===== src/rtl/mem_arbiter.sv =====
// Arbiter sharing one single-ported word memory between the fetch port and the
// data port. Data has priority; a streak counter keeps fetch from starving.
module mem_arbiter #(
   parameter int MEM_AW        = 8,
   parameter int MAX_DM_STREAK = 4
) (
   input  logic              clk,
   input  logic              reset_n,
   // fetch port
   input  logic              if_req,
   input  logic [31:0]       if_addr,
   output logic              if_ack,
   output logic [31:0]       if_rdata,
   output logic              if_err,
   output logic              if_stall,
   // data port
   input  logic              dm_req,
   input  logic              dm_we,
   input  logic [31:0]       dm_addr,
   input  logic [31:0]       dm_wdata,
   output logic              dm_ack,
   output logic [31:0]       dm_rdata,
   output logic              dm_err,
   output logic              dm_stall,
   // memory
   output logic              mem_en,
   output logic              mem_we,
   output logic [MEM_AW-1:0] mem_addr,
   output logic [31:0]       mem_wd,
   input  logic [31:0]       mem_rd
);

   typedef enum logic [1:0] {
      IDLE   = 2'd0,
      RSP_IF = 2'd1,
      RSP_DM = 2'd2
   } rsp_e;

   localparam logic [3:0] STREAK_MAX = 4'(MAX_DM_STREAK);

   rsp_e        rsp_q, rsp_d;
   logic        rsp_err_q, rsp_err_d;
   logic        rsp_we_q, rsp_we_d;
   logic [3:0]  streak_q, streak_d;

   logic        if_elig, dm_elig;
   logic        gnt_if, gnt_dm, gnt_any;
   logic        misal;
   logic [31:0] sel_addr;
   logic        unused_hi_addr;

   // A port sitting in its own response cycle is not eligible, so a request
   // still held high while its ack is out is not served twice.
   always_comb begin
      if_elig  = if_req & (rsp_q != RSP_IF);
      dm_elig  = dm_req & (rsp_q != RSP_DM);
      gnt_dm   = dm_elig & (~if_elig | (streak_q != STREAK_MAX));
      gnt_if   = if_elig & ~gnt_dm;
      gnt_any  = gnt_if | gnt_dm;
      sel_addr = gnt_dm ? dm_addr : if_addr;
      misal    = (sel_addr[1:0] != 2'b00);
   end

   // Misaligned grants still consume the slot but never touch memory.
   always_comb begin
      mem_en   = reset_n & gnt_any & ~misal;
      mem_we   = mem_en & gnt_dm & dm_we;
      mem_addr = sel_addr[MEM_AW+1:2];
      mem_wd   = dm_wdata;
   end

   assign unused_hi_addr = ^sel_addr[31:MEM_AW+2];

   always_comb begin
      rsp_d     = IDLE;
      rsp_err_d = 1'b0;
      rsp_we_d  = 1'b0;
      streak_d  = streak_q;
      if (gnt_dm)
         rsp_d = RSP_DM;
      else if (gnt_if)
         rsp_d = RSP_IF;
      if (gnt_any)
         rsp_err_d = misal;
      rsp_we_d = gnt_dm & dm_we;
      if (!if_req || gnt_if)
         streak_d = 4'd0;
      else if (gnt_dm && (streak_q < STREAK_MAX))
         streak_d = streak_q + 4'd1;
   end

   always_ff @(posedge clk or negedge reset_n) begin
      if (!reset_n) begin
         rsp_q     <= IDLE;
         rsp_err_q <= 1'b0;
         rsp_we_q  <= 1'b0;
         streak_q  <= 4'd0;
      end else begin
         rsp_q     <= rsp_d;
         rsp_err_q <= rsp_err_d;
         rsp_we_q  <= rsp_we_d;
         streak_q  <= streak_d;
      end
   end

   // Responses come straight from the registered state plus the memory's
   // one-cycle read data.
   always_comb begin
      if_ack   = (rsp_q == RSP_IF);
      dm_ack   = (rsp_q == RSP_DM);
      if_err   = if_ack & rsp_err_q;
      dm_err   = dm_ack & rsp_err_q;
      if_rdata = (if_ack && !rsp_err_q) ? mem_rd : 32'd0;
      dm_rdata = (dm_ack && !rsp_err_q && !rsp_we_q) ? mem_rd : 32'd0;
      if_stall = if_req & ~if_ack;
      dm_stall = dm_req & ~dm_ack;
   end

endmodule


===== config.mk =====
export PLATFORM = sky130hd
export DESIGN_NAME = mem_arbiter
export DESIGN_NICKNAME = d
export VERILOG_FILES = /design/src/rtl/mem_arbiter.sv
export SDC_FILE = /design/constraint.sdc
export NUM_CORES = 1
export LEC_CHECK = 0
export ABC_AREA = 0
export BUFFER_PORTS_ARGS = -buffer_cell sky130_fd_sc_hd__buf_2
export CAP_MARGIN = 20
export CORE_AREA = 2 2 94 96
export CTS_BUF_LIST = sky130_fd_sc_hd__clkbuf_8
export DETAILED_ROUTE_END_ITERATION = 6
export DIE_AREA = 0 0 96 98
export PLACE_DENSITY = 0.63
export SYNTH_ARGS = -nofsm -noshare
export SYNTH_HDL_FRONTEND = slang
export SYNTH_SLANG_ARGS = --single-unit

===== constraint.sdc =====
create_clock -name clk -period 1.5 [get_ports clk]
set_input_delay 0.075 -clock clk [delete_from_list [all_inputs] [get_ports clk]]
set_output_delay 0.075 -clock clk [all_outputs]
set_load 0.005 [all_outputs]

; Word-level counts from Yosys, hierarchy flattened
; Index checks and enable logic that the tools add are counted.
[word_totals]
input_bits = 133
mem_bits_rw = 0
mem_count = 0
mem_bits_ro = 0
latchBits = 0
register_bits = 8
word_cells = 49
[classes]
n_div = 0
n_lt_le_gt_ge = 1
mux = 8
bitwise = 20
reduce_logical = 10
n_mul = 0
eq_ne = 5
n_addsub = 1
n_shift = 0
[op_table]
columns = op, n
row1 = two-way mux 32 bit, 2
row2 = AND 1 bit, 13
row3 = two-way mux 10 bit, 1
row4 = two-way mux 4 bit, 2
row5 = inverter 1 bit, 5
row6 = "adder 4 x 1 -> 4 bit, second input constant", 1
row7 = logical AND 1 bit, 4
row8 = "less-than comparator 4 x 3 -> 1 bit, second input constant", 1
row9 = "!= test 4 x 3 -> 1 bit, second input constant", 1
row10 = nonzero test 2 bit, 2
row11 = logical NOT 1 bit, 3
row12 = "== test 2 x 1 -> 1 bit, second input constant", 1
row13 = "== test 2 bit, second input constant", 1
row14 = two-way mux 1 bit, 2
row15 = two-way mux 2 bit, 1
row16 = "!= test 2 x 1 -> 1 bit, second input constant", 1
row17 = "!= test 2 bit, second input constant", 1
row18 = OR 1 bit, 2
row19 = logical OR 1 bit, 1

; Logic depth before layout (Yosys ltp)
; Gate-level depths: netlist (run 1).
[logic_depth]
ltp_word = 12
mapped_depth = 7
depth_no_buf = 6

; Worst setup path before layout (run 1)
; No wires, ideal clock.
[synth_timing]
path_kind = register to output
from = register streak_q[0]
to = output port mem_addr[1]
setup_slack_ps = -132
required_ps = 1425
n_path_buf = 1
arrival_time_ps = 1557
stages_incl_launch_ff = 8
cell_sequence = dfrtp_1 > inv_1 > ha_1 > nand4b_1 > maj3_2 > nand2_2 > buf_12 > mux2_4
[synth_via]
elab_chain_cells = 4
[synth_lines]
columns = item, line
row1 = from (decl), 44  ; logic [3:0] streak_q, streak_d;
row2 = from (signal assigned), 102  ; streak_q <= streak_d;
row3 = != test 4 x 3 -> 1 bit, 57  ; gnt_dm = dm_elig & (~if_elig | (streak_q != STREAK_MAX));
row4 = OR 1 bit, 57
row5 = AND 1 bit, 57
row6 = two-way mux 10 bit, 60  ; sel_addr = gnt_dm ? dm_addr : if_addr;
row7 = to (decl), 28  ; output logic [MEM_AW-1:0] mem_addr,
; No other way between the ends.

; Worst setup path in the final report (run 1)
[layout_timing]
from = register streak_q[1]
to = output port mem_addr[7]
; The elaborated chain is that of the path after synthesis.

==> out/qor.txt, run 1 <==
Status = complete, but fails checks
Failing checks = negative setup slack
Crit path cell chain = inv_2, ha_4, nand4b_1, maj3_2, nand2_8, mux2_4, buf_6
Most frequent cell after synthesis = and2_1
Fin Setup TNS = -12.98 ns
Design area = 2910 um^2
# fillers = 823
RSZ-0062 raised after global routing = true
DPL Wire Length = 3630 um
P per Cell Area = 448 nW/um^2
Slowest cell on crit path = dfrtp_1
Worst setup EP type = output pin
Core ar. = 8470 um^2
Fraction of layout cells with a size suffix above 1 = 0.874
Pin count of the biggest net entering global routing = 10
Number of flops mapped to enable cells by yosys = 0
Via count = 1,613
Crit path max-delay family = adder cells
Leak = 1.53 nW
Starting DRT DRC Count = 22
Top cells by count, synth = 65 x and2_1, 32 x buf_4, 8 x dfrtp_1, 8 x inv_1
I/O pin count = 245
Cell Area, Placed = 2000 um^2
Slew headroom = 0.748
Min Clock Period, post-route = 1.95 ns
Distinct cells, synth = 30
Least-Margin Pin Slew = 0.376 ns
Post-Route WL = 5670 um
Htree depth = 1
Worst-Skew Late Latency = 0.24 ns
Slowest Stage Delay on Critical Path = 0.38 ns
Post-Synthesis Cells = 162
Fmax = 512 MHz
Total gr overflow = 0
Port bufs = 136
Drt first pass iters = 4
CTS tree = yes
Place WS = -0.268 ns
Synth area leaders = and2_1 31%, buf_4 19%, dfrtp_1 15%, mux2_4 7.0%, mux2_2 2.6%
Antenna violations before repair = 0
Synthesized area per cell = 7.99 um^2
Setup slack after layout = -0.455 ns
Max clock buf depth = 2
Std cell rows = 34
Share of the synthesized area in the top cell type = 0.314
Setup CP Type = flop to output pin
Final-report hold violation count = 0
DP Cell Count = 383
Number of remaining DRC errors = 0
Fin nets = 430
Clock Sink Count = 8
Area of the mapped netlist = 1290 um^2
Vias in the first global route = 1,569
Tot GR Track Use = 0.109
Yosys reg bits = 8
Final setup viols = 79
Fin crit share = 1.30
Per-cell routed wire length = 14.1 um
Antenna Cells = 0
Ys Warns = 0
Layout area overhead = 125%
Top_reg_cell synth = dfrtp_1
CP Buf/Inv Count = 2
Asr flop ratio synth = 1.00
Skew final = 0.00160 ns
Worst Path Max Fanout = 9
Post-synth top area cell = and2_1
Crit path required time = 1.42 ns
First-pass GRT wire length = 7800 um
Clock slew at reported path FFs = 0.04 ns
Sequential-to-total area share from yosys stat = 0.155
Finished Layout Cells = 401
Hold Path Class = primary input to flop
Via-to-Cell Ratio = 4.02
Chip width = 96 um
Die ar. = 9410 um^2
VDD IR-drop max = 0.430 mV
Slew Limit Fails = 0
Synth Net Count = 297
MaxCap Viol Count = 0
Clk root buf = clkbuf_8
Vert. Die Dim = 98 um
Clock buffer count from CTS = 3
Worst setup SP type = flop
GPL Wtd Cong = 0.818
Initial Utilization = 0.153
WP data arrival = 1.88 ns
Final ANT Viol Nets = 0
==> cells in the final DEF (no fill, tap or decap), types with 2 or more instances in the layout <==
cell type  instances
and2_4            63
a21oi_1            2
dfrtp_1            7
inv_1              4
buf_2             65
and2_1             2
buf_12             5
and3_1             4
buf_4             15
nor2_1             6
buf_6             77
inv_2              4
buf_16             3
mux2_4             8
clkbuf_8           3
==> kinds of logic (layout without fill, tap and decap cells) <==
group / Yosys count / count (layout) / synth area share
simple gates: 87 / 87 / 0.428
xor+xnor: 1 / 1 / 0.00677
buf+inv: 47 / 178 / 0.242
compound gates: 7 / 7 / 0.0445
mux: 9 / 9 / 0.0957
flops: 8 / 8 / 0.155
fa+ha+maj: 3 / 3 / 0.0280
==> per-stage QoR <==
step | util | total power [mW] | hold WS (ns)
floorplan | - | 0.515 | -0.221
global placement | 0.237 | 0.702 | -0.0655
detailed placement | 0.237 | 0.715 | -0.0652
CTS | 0.320 | 1.26 | 0.105
global route | 0.344 | 1.38 | 0.130
finish | 0.344 | 1.31 | 0.107
==> cell type report <==
type / instances / area [um^2] / share of cell area
repair buffers: 167 / 1510 / 0.519
multi-input cells: 107 / 992 / 0.341
flip-flops and latches: 8 / 201 / 0.0692
well taps: 108 / 135 / 0.0464
clock buffers: 3 / 41.3 / 0.0142
inverters: 8 / 30.0 / 0.0103
==> flip-flops by register name (all words and copies together), names as in the netlist <==
signal     flops
rsp_we_q       1
rsp_err_q      1
rsp_q          2
streak_q       4
==> final timing paths <==
kind	start	to	slack, ns	cells past startpoint
min reg2reg	streak_q[3]$_DFFE_PN0P_	streak_q[3]$_DFFE_PN0P_	0.56	1
max in group asynchronous	reset_n	rsp_q[0]$_DFF_PN0_	0.91	2
max reg2reg	rsp_q[1]$_DFF_PN0_	streak_q[1]$_DFFE_PN0P_	-0.18	5
max	streak_q[1]$_DFFE_PN0P_	mem_addr[7]	-0.45	7
min in group asynchronous	reset_n	rsp_err_q$_DFF_PN0_	0.30	2
min	dm_we	rsp_we_q$_DFF_PN0_	0.11	3
==> layer usage <==
layer	wire [um]	vias to the layer above	global-route usage
met2	3070	108	0.219
li1	-	751	-
met1	2050	748	0.115
met3	505	6	0.0131
met4	55	0	0.0308
met5	0	-	0
==> tightest hold or removal path, stage by stage <==
cell    delay, ns
buf_2        0.08
inv_1        0.05
nor2_1       0.09
==> repair_timing <==
action	4_1_cts	5_1_grt
hold buffers	1	0
setup endpoints to repair	77	81
gates cloned	6	0
pin swaps	51	18
resized for setup	83	72
endpoints found under the hold margin	8	0
setup buffers	12	0
==> where the power goes <==
| group | total [mW] | switching, mW | leakage (nW) | internal [mW] |
|---|---|---|---|---|
| Combinational | 0.793 | 0.284 | 1.41 | 0.509 |
| Clock | 0.268 | 0.0933 | 0.0216 | 0.174 |
| Sequential | 0.244 | 0.0154 | 0.105 | 0.229 |
| Total | 1.31 | 0.393 | 1.53 | 0.913 |
(Power assumes the default switching activity.)
==> inputs of run 2 (changes only) <==
- PLACE_DENSITY: 0.63 -> 0.61
- clock period: 1.5 -> 1.9 ns (I/O delays scaled with it)
==> run 2 against run 1 <==
- the run still ends with negative setup slack left
- first-iteration DRC count fell by 82%
- global-route usage fell by 3.8 points
- via count fell by 8.4%
- critical path depth did not move
- critical path type unchanged
- critical endpoint is now mem_addr[1]
==> out/qor.txt, run 2 (synthesis results as in run 1) <==
Slew Limit Fails = 0 (unchanged)
P per Cell Area = 372 nW/um^2 (was 448 nW/um^2)
Antenna Cells = 0 (unchanged)
Largest registers = streak_q: 4 flops, rsp_q: 2 flops (unchanged)
Min Clock Period, post-route = 1.96 ns
VDD IR-drop max = 0.363 mV (was 0.430 mV)
Layout area overhead = 60.4% (was 125%)
Slew headroom = 0.780 (was 0.748)
Final-report hold violation count = 0 (unchanged)
Commonest non-fill, non-tap cell in the layout = buf_2 (was buf_6)
Std cell rows = 34 (unchanged)
First-pass GRT wire length = 5380 um (was 7800 um)
Via-to-Cell Ratio = 3.87 (was 4.02)
CTS tree = yes (unchanged)
Max clock buf depth = 2 (unchanged)
Number of remaining DRC errors = 0 (unchanged)
Worst setup SP type = flop (unchanged)
Place WS = -0.00680 ns (was -0.268 ns)
Clk root buf = clkbuf_8 (unchanged)
Skew final = 0.00158 ns (was 0.00160 ns)
Antenna violations before repair = 0 (unchanged)
Htree depth = 1 (unchanged)
Least-Margin Pin Slew = 0.329 ns (was 0.376 ns)
Status = complete, but fails checks (unchanged)
RSZ-0062 raised after global routing = true (unchanged)
Core Util, Final = 0.245 (was 0.344)
MaxCap Viol Count = 0 (unchanged)
Tot GR Track Use = 0.0712 (was 0.109)
Final setup viols = 8 (was 79)
Leak = 1.25 nW (was 1.53 nW)
Total gr overflow = 0 (unchanged)
Most flop-heavy register = streak_q (unchanged)
DPL Wire Length = 3420 um (was 3630 um)
Vias in the first global route = 1,245 (was 1,569)
GPL Wtd Cong = 0.793 (was 0.818)
Die ar. = 9410 um^2 (unchanged)
Pin count of the biggest net entering global routing = 33 (was 10)
Setup CP Type = flop to output pin (unchanged)
Clock Sink Count = 8 (unchanged)
I/O pin count = 245 (unchanged)
Worst Path Max Fanout = 5 (was 9)
Crit path required time = 1.80 ns (was 1.42 ns)
Max reg flops = 4 (unchanged)
Failing checks = negative setup slack (unchanged)
Setup slack after layout = -0.0611 ns (was -0.455 ns)
Fmax = 510 MHz
Most frequent cells in the layout = 128 x buf_2, 65 x and2_1, 10 x buf_4 (was 77 x buf_6, 65 x buf_2, 63 x and2_4)
Worst setup EP type = output pin (unchanged)
Via count = 1,477 (was 1,613)
Initial Utilization = 0.153 (unchanged)
Clock slew at reported path FFs = 0.04 ns (about the same)
Clock buffer count from CTS = 3 (unchanged)
Core ar. = 8470 um^2 (unchanged)
Drt first pass iters = 4 (unchanged)
Port bufs = 136 (unchanged)
Chip width = 96 um (unchanged)
Hold Path Class = primary input to flop (unchanged)
Per-cell routed wire length = 10.6 um (was 14.1 um)
Fin nets = 411 (was 430)
Vert. Die Dim = 98 um (unchanged)
WP data arrival = 1.87 ns (was 1.88 ns)
Final ANT Viol Nets = 0 (unchanged)
Setup slack, reg-to-reg = 0.32 ns (was -0.18 ns)
Starting DRT DRC Count = 4 (was 22)
Post-Route WL = 4070 um (was 5670 um)
Worst-Skew Late Latency = 0.23 ns (was 0.24 ns)
Fin crit share = 1.03
Fraction of layout cells with a size suffix above 1 = 0.628 (was 0.874)
[run 2: cell type report]
class / instances / area [um^2]
Fill cell: 929 / 6390
Tap cell: 108 / 135
Timing Repair Buffer: 147 / 816
Sequential cell: 8 / 200
Inverter: 8 / 30.0
Multi-Input combinational cell: 108 / 853
Clock buffer: 3 / 41.3
[run 2: worst paths after layout]
check,depth (start not counted),from,to
setup / recovery,7,streak_q[1]$_DFFE_PN0P_,mem_addr[1]
hold / removal,3,dm_we,rsp_we_q$_DFF_PN0_
setup reg to reg,4,rsp_q[1]$_DFF_PN0_,streak_q[1]$_DFFE_PN0P_
hold reg to reg,1,streak_q[2]$_DFFE_PN0P_,streak_q[2]$_DFFE_PN0P_
max in group asynchronous,2,reset_n,rsp_we_q$_DFF_PN0_
min in group asynchronous,2,reset_n,streak_q[2]$_DFFE_PN0P_
[run 2: layer usage]
layer	up-vias	track usage	wire length, um
met1	649	0.0746	1550
met4	0	0.0198	21
met2	120	0.138	1990
li1	706	-	-
met5	-	0	0
met3	2	0.0147	496
[run 2: timing repair]
action	CTS	global route
pin swaps	3	0
gates resized for setup	16	3
endpoints found under the hold margin	8	0
buffers inserted	2	0
setup endpoints to repair	9	10
hold buffers	1	0
gates cloned	1	0
[run 2: critical path, stage by stage (launching register included)]
cell      delay (ns)
dfrtp_1         0.38
inv_2           0.07
ha_4            0.13
nand4b_1        0.10
maj3_2          0.40
nand2_8         0.12
mux2_4          0.31
buf_6           0.12
[run 2: stage by stage]
step | hold slack, ns | cells | area, um^2 | TNS [ns] | power (mW)
after floorplan | -0.201 | 162 | 1290 | 0 | 0.403
after global placement | -0.0461 | 375 | 1900 | 0 | 0.520
after detailed placement | -0.0474 | 375 | 1900 | -0.00680 | 0.526
after CTS | 0.132 | 382 | 2060 | -0.485 | 0.780
after global routing | 0.179 | 382 | 2080 | -1.12 | 0.830
final | 0.161 | 382 | 2080 | -0.462 | 0.772
[run 2: power by group]
group / switching, mW / total (mW) / internal, mW
sequential: 0.0120 / 0.192 / 0.180
combinational: 0.160 / 0.373 / 0.213
clock: 0.0692 / 0.207 / 0.137
total: 0.242 / 0.772 / 0.530
